--- src/rtl/traffic_light_pkg.sv ---
// Shared types for the two-way intersection controller:
// phase encoding and the phase-to-lamp decode.
package traffic_light_pkg;

  typedef enum logic [2:0] {
    NS_GREEN  = 3'd0,
    NS_YELLOW = 3'd1,
    EW_GREEN  = 3'd2,
    EW_YELLOW = 3'd3,
    EMERG_RED = 3'd4
  } state_t;

  // Lamp vector order: {NS_G, NS_Y, EW_G, EW_Y}; red is implied.
  function automatic logic [3:0] lamps(state_t s);
    logic [3:0] v;
    v = 4'b0000;
    case (s)
      NS_GREEN:  v = 4'b1000;
      NS_YELLOW: v = 4'b0100;
      EW_GREEN:  v = 4'b0010;
      EW_YELLOW: v = 4'b0001;
      default:   v = 4'b0000;
    endcase
    return v;
  endfunction

endpackage

--- src/rtl/traffic_light_tick_prescaler.sv ---
// Divides the system clock into a one-cycle tick every TICK_DIV clocks.
// A clear restarts the count so each phase starts on a fresh tick period.
module tick_prescaler #(
  parameter int TICK_DIV = 100
) (
  input  logic clk,
  input  logic reset,
  input  logic clear,
  output logic tick
);

  localparam int W = (TICK_DIV > 1) ? $clog2(TICK_DIV) : 1;
  localparam logic [W-1:0] LAST = W'(TICK_DIV - 1);

  logic [W-1:0] cnt;

  assign tick = (cnt == LAST);

  always_ff @(posedge clk or posedge reset) begin
    if (reset) begin
      cnt <= '0;
    end else if (clear || tick) begin
      cnt <= '0;
    end else begin
      cnt <= cnt + W'(1);
    end
  end

endmodule

--- src/rtl/traffic_light.sv ---
// Two-way intersection controller with emergency all-red override.
// Phase FSM, tick-based phase timer and registered lamp decode.
module traffic_light
  import traffic_light_pkg::*;
#(
  parameter int TICK_DIV     = 100,
  parameter int GREEN_TICKS  = 5,
  parameter int YELLOW_TICKS = 1
) (
  input  logic clk,
  input  logic reset,
  input  logic emergency,
  output logic NS_G,
  output logic NS_Y,
  output logic EW_G,
  output logic EW_Y
);

  localparam int MAXT =
    (GREEN_TICKS > YELLOW_TICKS) ? GREEN_TICKS : YELLOW_TICKS;
  localparam int TW = (MAXT > 1) ? $clog2(MAXT) : 1;
  localparam logic [TW-1:0] G_LAST = TW'(GREEN_TICKS - 1);
  localparam logic [TW-1:0] Y_LAST = TW'(YELLOW_TICKS - 1);

  state_t        state;
  state_t        nxt;
  logic [TW-1:0] timer;
  logic [3:0]    lamp;
  logic          tick;
  logic          done_g;
  logic          done_y;
  logic          change;

  tick_prescaler #(
    .TICK_DIV(TICK_DIV)
  ) u_presc (
    .clk  (clk),
    .reset(reset),
    .clear(change),
    .tick (tick)
  );

  assign done_g = tick && (timer == G_LAST);
  assign done_y = tick && (timer == Y_LAST);
  assign change = (nxt != state);

  // Greens yield at once to emergency; yellows always run full length.
  always_comb begin
    nxt = state;
    case (state)
      NS_GREEN:
        if (emergency || done_g) nxt = NS_YELLOW;
      NS_YELLOW:
        if (done_y) nxt = emergency ? EMERG_RED : EW_GREEN;
      EW_GREEN:
        if (emergency || done_g) nxt = EW_YELLOW;
      EW_YELLOW:
        if (done_y) nxt = emergency ? EMERG_RED : NS_GREEN;
      EMERG_RED:
        if (!emergency) nxt = NS_GREEN;
      default:
        nxt = NS_GREEN;
    endcase
  end

  always_ff @(posedge clk or posedge reset) begin
    if (reset) begin
      state <= NS_GREEN;
      timer <= '0;
      lamp  <= lamps(NS_GREEN);
    end else begin
      state <= nxt;
      lamp  <= lamps(nxt);
      if (change) begin
        timer <= '0;
      end else if (tick && state != EMERG_RED) begin
        timer <= timer + TW'(1);
      end
    end
  end

  assign {NS_G, NS_Y, EW_G, EW_Y} = lamp;

endmodule

--- config.mk ---
export PLATFORM = sky130hd
export DESIGN_NAME = traffic_light
export DESIGN_NICKNAME = d
export VERILOG_FILES = /design/src/rtl/traffic_light_pkg.sv /design/src/rtl/traffic_light_tick_prescaler.sv /design/src/rtl/traffic_light.sv
export SDC_FILE = /design/constraint.sdc
export NUM_CORES = 1
export LEC_CHECK = 0
export ABC_CLOCK_PERIOD_IN_PS = 1900
export CAP_MARGIN = 40
export CORE_MARGIN = 2
export CORE_UTILIZATION = 35
export DETAILED_ROUTE_END_ITERATION = 16
export SETUP_SLACK_MARGIN = 0.1
export SLEW_MARGIN = 25
export SYNTH_ARGS = -nofsm -noshare
export SYNTH_HDL_FRONTEND = slang
export SYNTH_SLANG_ARGS = --single-unit
--- constraint.sdc ---
create_clock -name clk -period 1.9 [get_ports clk]
set_input_delay 0.285 -clock clk [delete_from_list [all_inputs] [get_ports clk]]
set_output_delay 0.285 -clock clk [all_outputs]
set_load 0.02 [all_outputs]
==> impl_metrics.yaml, run 1 <==
synth:
  synth_top_area_share_pct: 45.5
  synth_edf_count: 0
  syn-num-nets: 88
  synth-async-reset-ratio_pct: 100
  yosys.area.top_type: "dfrtp_1"
  syn_area_per_cell_sq_um: 10.7
  synthCells: 82
  yosys.cell_types.count: 35
  synth_area_leaders: "dfrtp_1 (46%), nor2_1 (5.1%), ha_1 (4.3%), xnor2_1 (4.0%), dfstp_2 (3.0%)"
  synth-seq-cells: 17
  yosys_warnings: 0
  synth_ff_type: "dfrtp_1"
  seq_area_frac_synth_pct: 48.5
  netlist_area_sq_um: 880
timing:
  setup_ws_ns: 0.212
  finalCritPeriodShare_pct: 88.8
  min_period_ns: 1.69
  slew_headroom_pct: 58.1
  slew_violations: 0
  fin_worst_skew_ns: 0.00426
  rsz0062_at_grt: "no"
  setup-tns-final_ns: 0
  fin_hold_ws_ns: 0.372
  setup_violations: 0
  tightestPinTransition_ns: 0.628
  fmax_mhz: 593
  hold_violations: 0
die:
  die_height_um: 54.1
  rows: 18
  ioPinCount: 7
  initial_core_util_pct: 36.2
  die_w_um: 54.1
  core_area_sq_um: 2430
  die_area_sq_um: 2930
worst_hold_path:
  hp-class: "in -> async"
run_status:
  status: "finished clean"
cells_and_area:
  final_cells: 121
  final_common_cell: "dfrtp_1"
  layout-drive-gt1-share_pct: 14.3
  final_cell_mix: "dfrtp_1 (16), nor2_1 (12), inv_1 (6), clkdlybuf4s50_1 (6), xnor2_1 (4)"
  fin_nets: 98
  syn_to_final_growth_pct: 12.4
  fillers: 241
  stdcell_area_sq_um: 988
  n_antenna_cell: 0
  post-route-util_pct: 40.6
pwr:
  peakVddDrop_v: 0.000448
  power_leakage_nw: 0.437
  powerDensity_nw_per_um2: 888
  totalPowerFinal_uw: 877
clock_tree:
  clk_pin_slew_ns: 0.09
  cts_setup_buffers: 0
  tritoncts: "done"
  cts_resized: 0
  clock_path_buffers: 2
  clock_latency_ns: 0.28
  h-tree-depth: 1
  cts_buffers: 3
  cts_root_buffer: "clkbuf_4"
  numClockSinks: 17
  postCtsHoldBufs: 0
grt:
  globalRouteOverflowTotal: 0
  antenna_found_initial: 0
  grt_pass1_wl_mm: 2.26
  grt_max_degree: 18
  grtUsageTotal_pct: 10.9
  grt_pass1_vias: 508
drt:
  vias_per_cell: 4.81
  first_iter_violations: 10
  remaining_drc_errors: 0
  avgRoutedWirePerCell_um: 11.1
  via_count: 582
  dr.pass1.iters: 4
  routed_wirelength_mm: 1.34
  ant_nets: 0
placement:
  pre_cts_slack_ns: 0.180
  hpwl_mm: 1.02
  dpl_cell_area_sq_um: 962
  place.gp.congestion: 0.716
  io_buffers: 6
  dp_cells: 117
critical_path:
  critPathMaxFanout: 7
  endpoint_kind: "flop"
  required_ns: 2.11
  start_kind: "flop"
  critPathArrivalTime_ns: 1.90
  critPathKind: "reg -> reg"
run:
  maxCapViolations: 0
## synthesized netlist by cell type, types with 2 or more instances
cell and n:
dfrtp_1 16, nor2_1 12, inv_1 6, xnor2_1 4, ha_1 3, nand2_1 3
nand3_1 3, o21ai_0 3, xor2_1 3, and2_1 2, buf_6 2, nand4_1 2
## sequential cells by signal (all words and copies together) (netlist names)
| signal | flops |
|---|---|
| state | 3 |
| lamp | 4 |
| timer | 3 |
| u_presc.cnt | 7 |
## final cells by class
type                            count  area, sq um  share of cell area [%]
Multi-Input combinational cell     56          400                    40.5
Inverter                            6         22.5                    2.28
Clock buffer                        4         26.3                    2.66
Tap cell                           30         37.5                    3.80
Timing Repair Buffer                8         75.1                    7.59
Sequential cell                    17          427                    43.2
## routing by layer
metal / global-route usage, % / wire, um / vias to the layer above
li1: - / - / 297
met2: 17.7 / 620 / 8
met1: 13.6 / 647 / 275
met4: 3.75 / 14 / 0
met3: 3.33 / 57 / 2
met5: 0 / 0 / -
## power breakdown
part	internal, mW	switching [mW]
Combinational	0.0998	0.101
Sequential	0.431	0.0586
Clock	0.0815	0.106
Total	0.612	0.265
## kinds of logic after synthesis
logic type | after synthesis | share of synthesized area (%)
AO/OA/AOI/OAI | 13 | 12.1
AND/OR/NAND/NOR | 32 | 21.1
flip-flops | 17 | 48.5
multiplexers | 1 | 1.14
buffers and inverters | 9 | 5.97
XOR/XNOR | 7 | 6.97
adder cells (fa/ha/maj) | 3 | 4.27
## worst max-delay path, cell delays in order, from the launching register on
cell and delay, ns:
dfrtp_1 0.37, ha_1 0.20, and4bb_1 0.38, nand4_4 0.18
or3_1 0.34, a21oi_1 0.15
## worst paths after layout
path | from | to | slack [ns] | cells past startpoint
setup / recovery | u_presc.cnt[0] | state[1] | 0.21 | 5
hold / removal | reset | state[1] | 0.37 | 2
setup reg to reg | u_presc.cnt[0] | state[1] | 0.21 | 5
hold reg to reg | u_presc.cnt[0] | u_presc.cnt[0] | 0.47 | 1
max in group asynchronous | reset | u_presc.cnt[0] | 1.12 | 2
min in group clk | u_presc.cnt[0] | u_presc.cnt[0] | 0.47 | 1
Note: power is estimated with default switching activity, not from simulation.
==> run 2: changes to the inputs <==
CORE_MARGIN = 4   (was 2)
==> run 2 against run 1 <==
Effect of this change: sequential share of layout area is 0.44 points higher; total power is 1.0% higher; die area is 15% higher; critical endpoint unchanged; largest cell class unchanged; clock skew is 0.0032 ns higher; critical path depth stayed put.
==> impl_metrics.yaml, run 2 (synthesis results as in run 1) <==
run_status:
  status: "finished clean"
die:
  initial_core_util_pct: 38.3
  die_height_um: 58.1
  ioPinCount: 7
  rows: 17
  die_area_sq_um: 3380
  core_area_sq_um: 2300
  die_w_um: 58.1
clock_tree:
  postCtsHoldBufs: 0
  cts_resized: 0
  clk_pin_slew_ns: 0.10
  tritoncts: "done"
  cts_setup_buffers: 0
  clock_latency_ns: 0.29
  clock_path_buffers: 2
  cts_buffers: 3
  cts_root_buffer: "clkbuf_4"
  numClockSinks: 17
  h-tree-depth: 1
cells_and_area:
  largest_register: "u_presc.cnt"
  n_antenna_cell: 0
  final_cells: 118
  syn_to_final_growth_pct: 11.2
  fin_nets: 97
  layout-drive-gt1-share_pct: 13.3
  final_common_cell: "dfrtp_1"
  reg.largest.list: "u_presc.cnt: 7 flops, lamp: 4 flops"
  final_cell_mix: "dfrtp_1 (16), nor2_1 (12), inv_1 (6), clkdlybuf4s50_1 (6), xnor2_1 (4)"
  largest_register_ffs: 7
grt:
  antenna_found_initial: 0
  grt_max_degree: 18
  grt_pass1_wl_mm: 2.54
  grt_pass1_vias: 564
  globalRouteOverflowTotal: 0
  grtUsageTotal_pct: 9.86
critical_path:
  startpoint: "u_presc.cnt[0]"
  critPathKind: "reg -> reg"
  critPathArrivalTime_ns: 1.91
  r2r-start: "u_presc.cnt[0]"
  start_kind: "flop"
  r2r_slack_ns: 0.21
  required_ns: 2.12
  critPathMaxFanout: 7
  r2r_end: "state[1]"
  cp-endpoint: "state[1]"
  endpoint_kind: "flop"
  ff2ff_path_depth: 5
timing:
  setup_violations: 0
  setup-tns-final_ns: 0
  slew_violations: 0
  fin_worst_skew_ns: 0.00748
  rsz0062_at_grt: "no"
  min_period_ns: 1.69
  fmax_mhz: 591
  tightestPinTransition_ns: 0.661
  slew_headroom_pct: 55.9
  hold_violations: 0
  finalCritPeriodShare_pct: 89.0
drt:
  remaining_drc_errors: 0
  ant_nets: 0
  routed_wirelength_mm: 1.50
  dr.pass1.iters: 3
  vias_per_cell: 5.07
  first_iter_violations: 13
  via_count: 598
  avgRoutedWirePerCell_um: 12.7
placement:
  place.gp.congestion: 0.798
  io_buffers: 6
  dp_cells: 114
  hpwl_mm: 1.09
run:
  maxCapViolations: 0
worst_hold_path:
  hp-class: "in -> async"
pwr:
  peakVddDrop_v: 0.000396
  power_leakage_nw: 0.431
  powerDensity_nw_per_um2: 906
  totalPowerFinal_uw: 886
run 2: changes by cell type in the layout (fill, tap and decap cells not counted):
cell | before | now
buf_4 | 2 | 1
run 2: metrics by stage:
step                hold slack, ns  utilization (%)  area (sq um)  setup slack (ns)
global route                 0.444             42.6           978             0.103
finish                       0.381             42.6           978             0.208
floorplan                    0.210                -           880             0.418
global placement             0.437             41.4           952             0.166
detailed placement           0.445             41.4           952             0.124
CTS                          0.399             42.6           978             0.206
run 2: worst min path at each step:
stage | endpoint | slack, ns | start | cells after the start
floorplan | lamp[0] | 0.21 | reset | 1
global placement | u_presc.cnt[0] | 0.44 | u_presc.cnt[0] | 1
detailed placement | u_presc.cnt[0] | 0.44 | u_presc.cnt[0] | 1
CTS | u_presc.cnt[2] | 0.40 | reset | 2
global route | lamp[0] | 0.44 | reset | 2
finish | timer[2] | 0.38 | reset | 2
run 2: layout make-up:
type                       instances  area, sq um
multi-input combinational         56          400
tap                               28         35.0
clock buffer                       4         26.3
inverter                           6         22.5
timing repair buffer               7         67.6
fill                             246         1320
sequential                        17          427
run 2: where the power goes:
group	switching (mW)	internal, mW
clock network	0.108	0.0817
registers	0.0617	0.431
logic	0.104	0.0995
total	0.274	0.612
run 2: worst max-delay path, stage by stage (launching register included):
cell and delay [ns]:
dfrtp_1 0.37, ha_1 0.20, and4bb_1 0.38, nand4_4 0.18, or3_1 0.34, a21oi_1 0.15
run 2: metal layers:
metal  part of all wire, %  global-route usage [%]  vias up
met5                     0                       0        -
met4                  0.93                    2.98        0
met3                   4.9                    4.23        2
met2                    46                    14.5        8
met1                    48                    13.1      291
li1                      -                       -      297
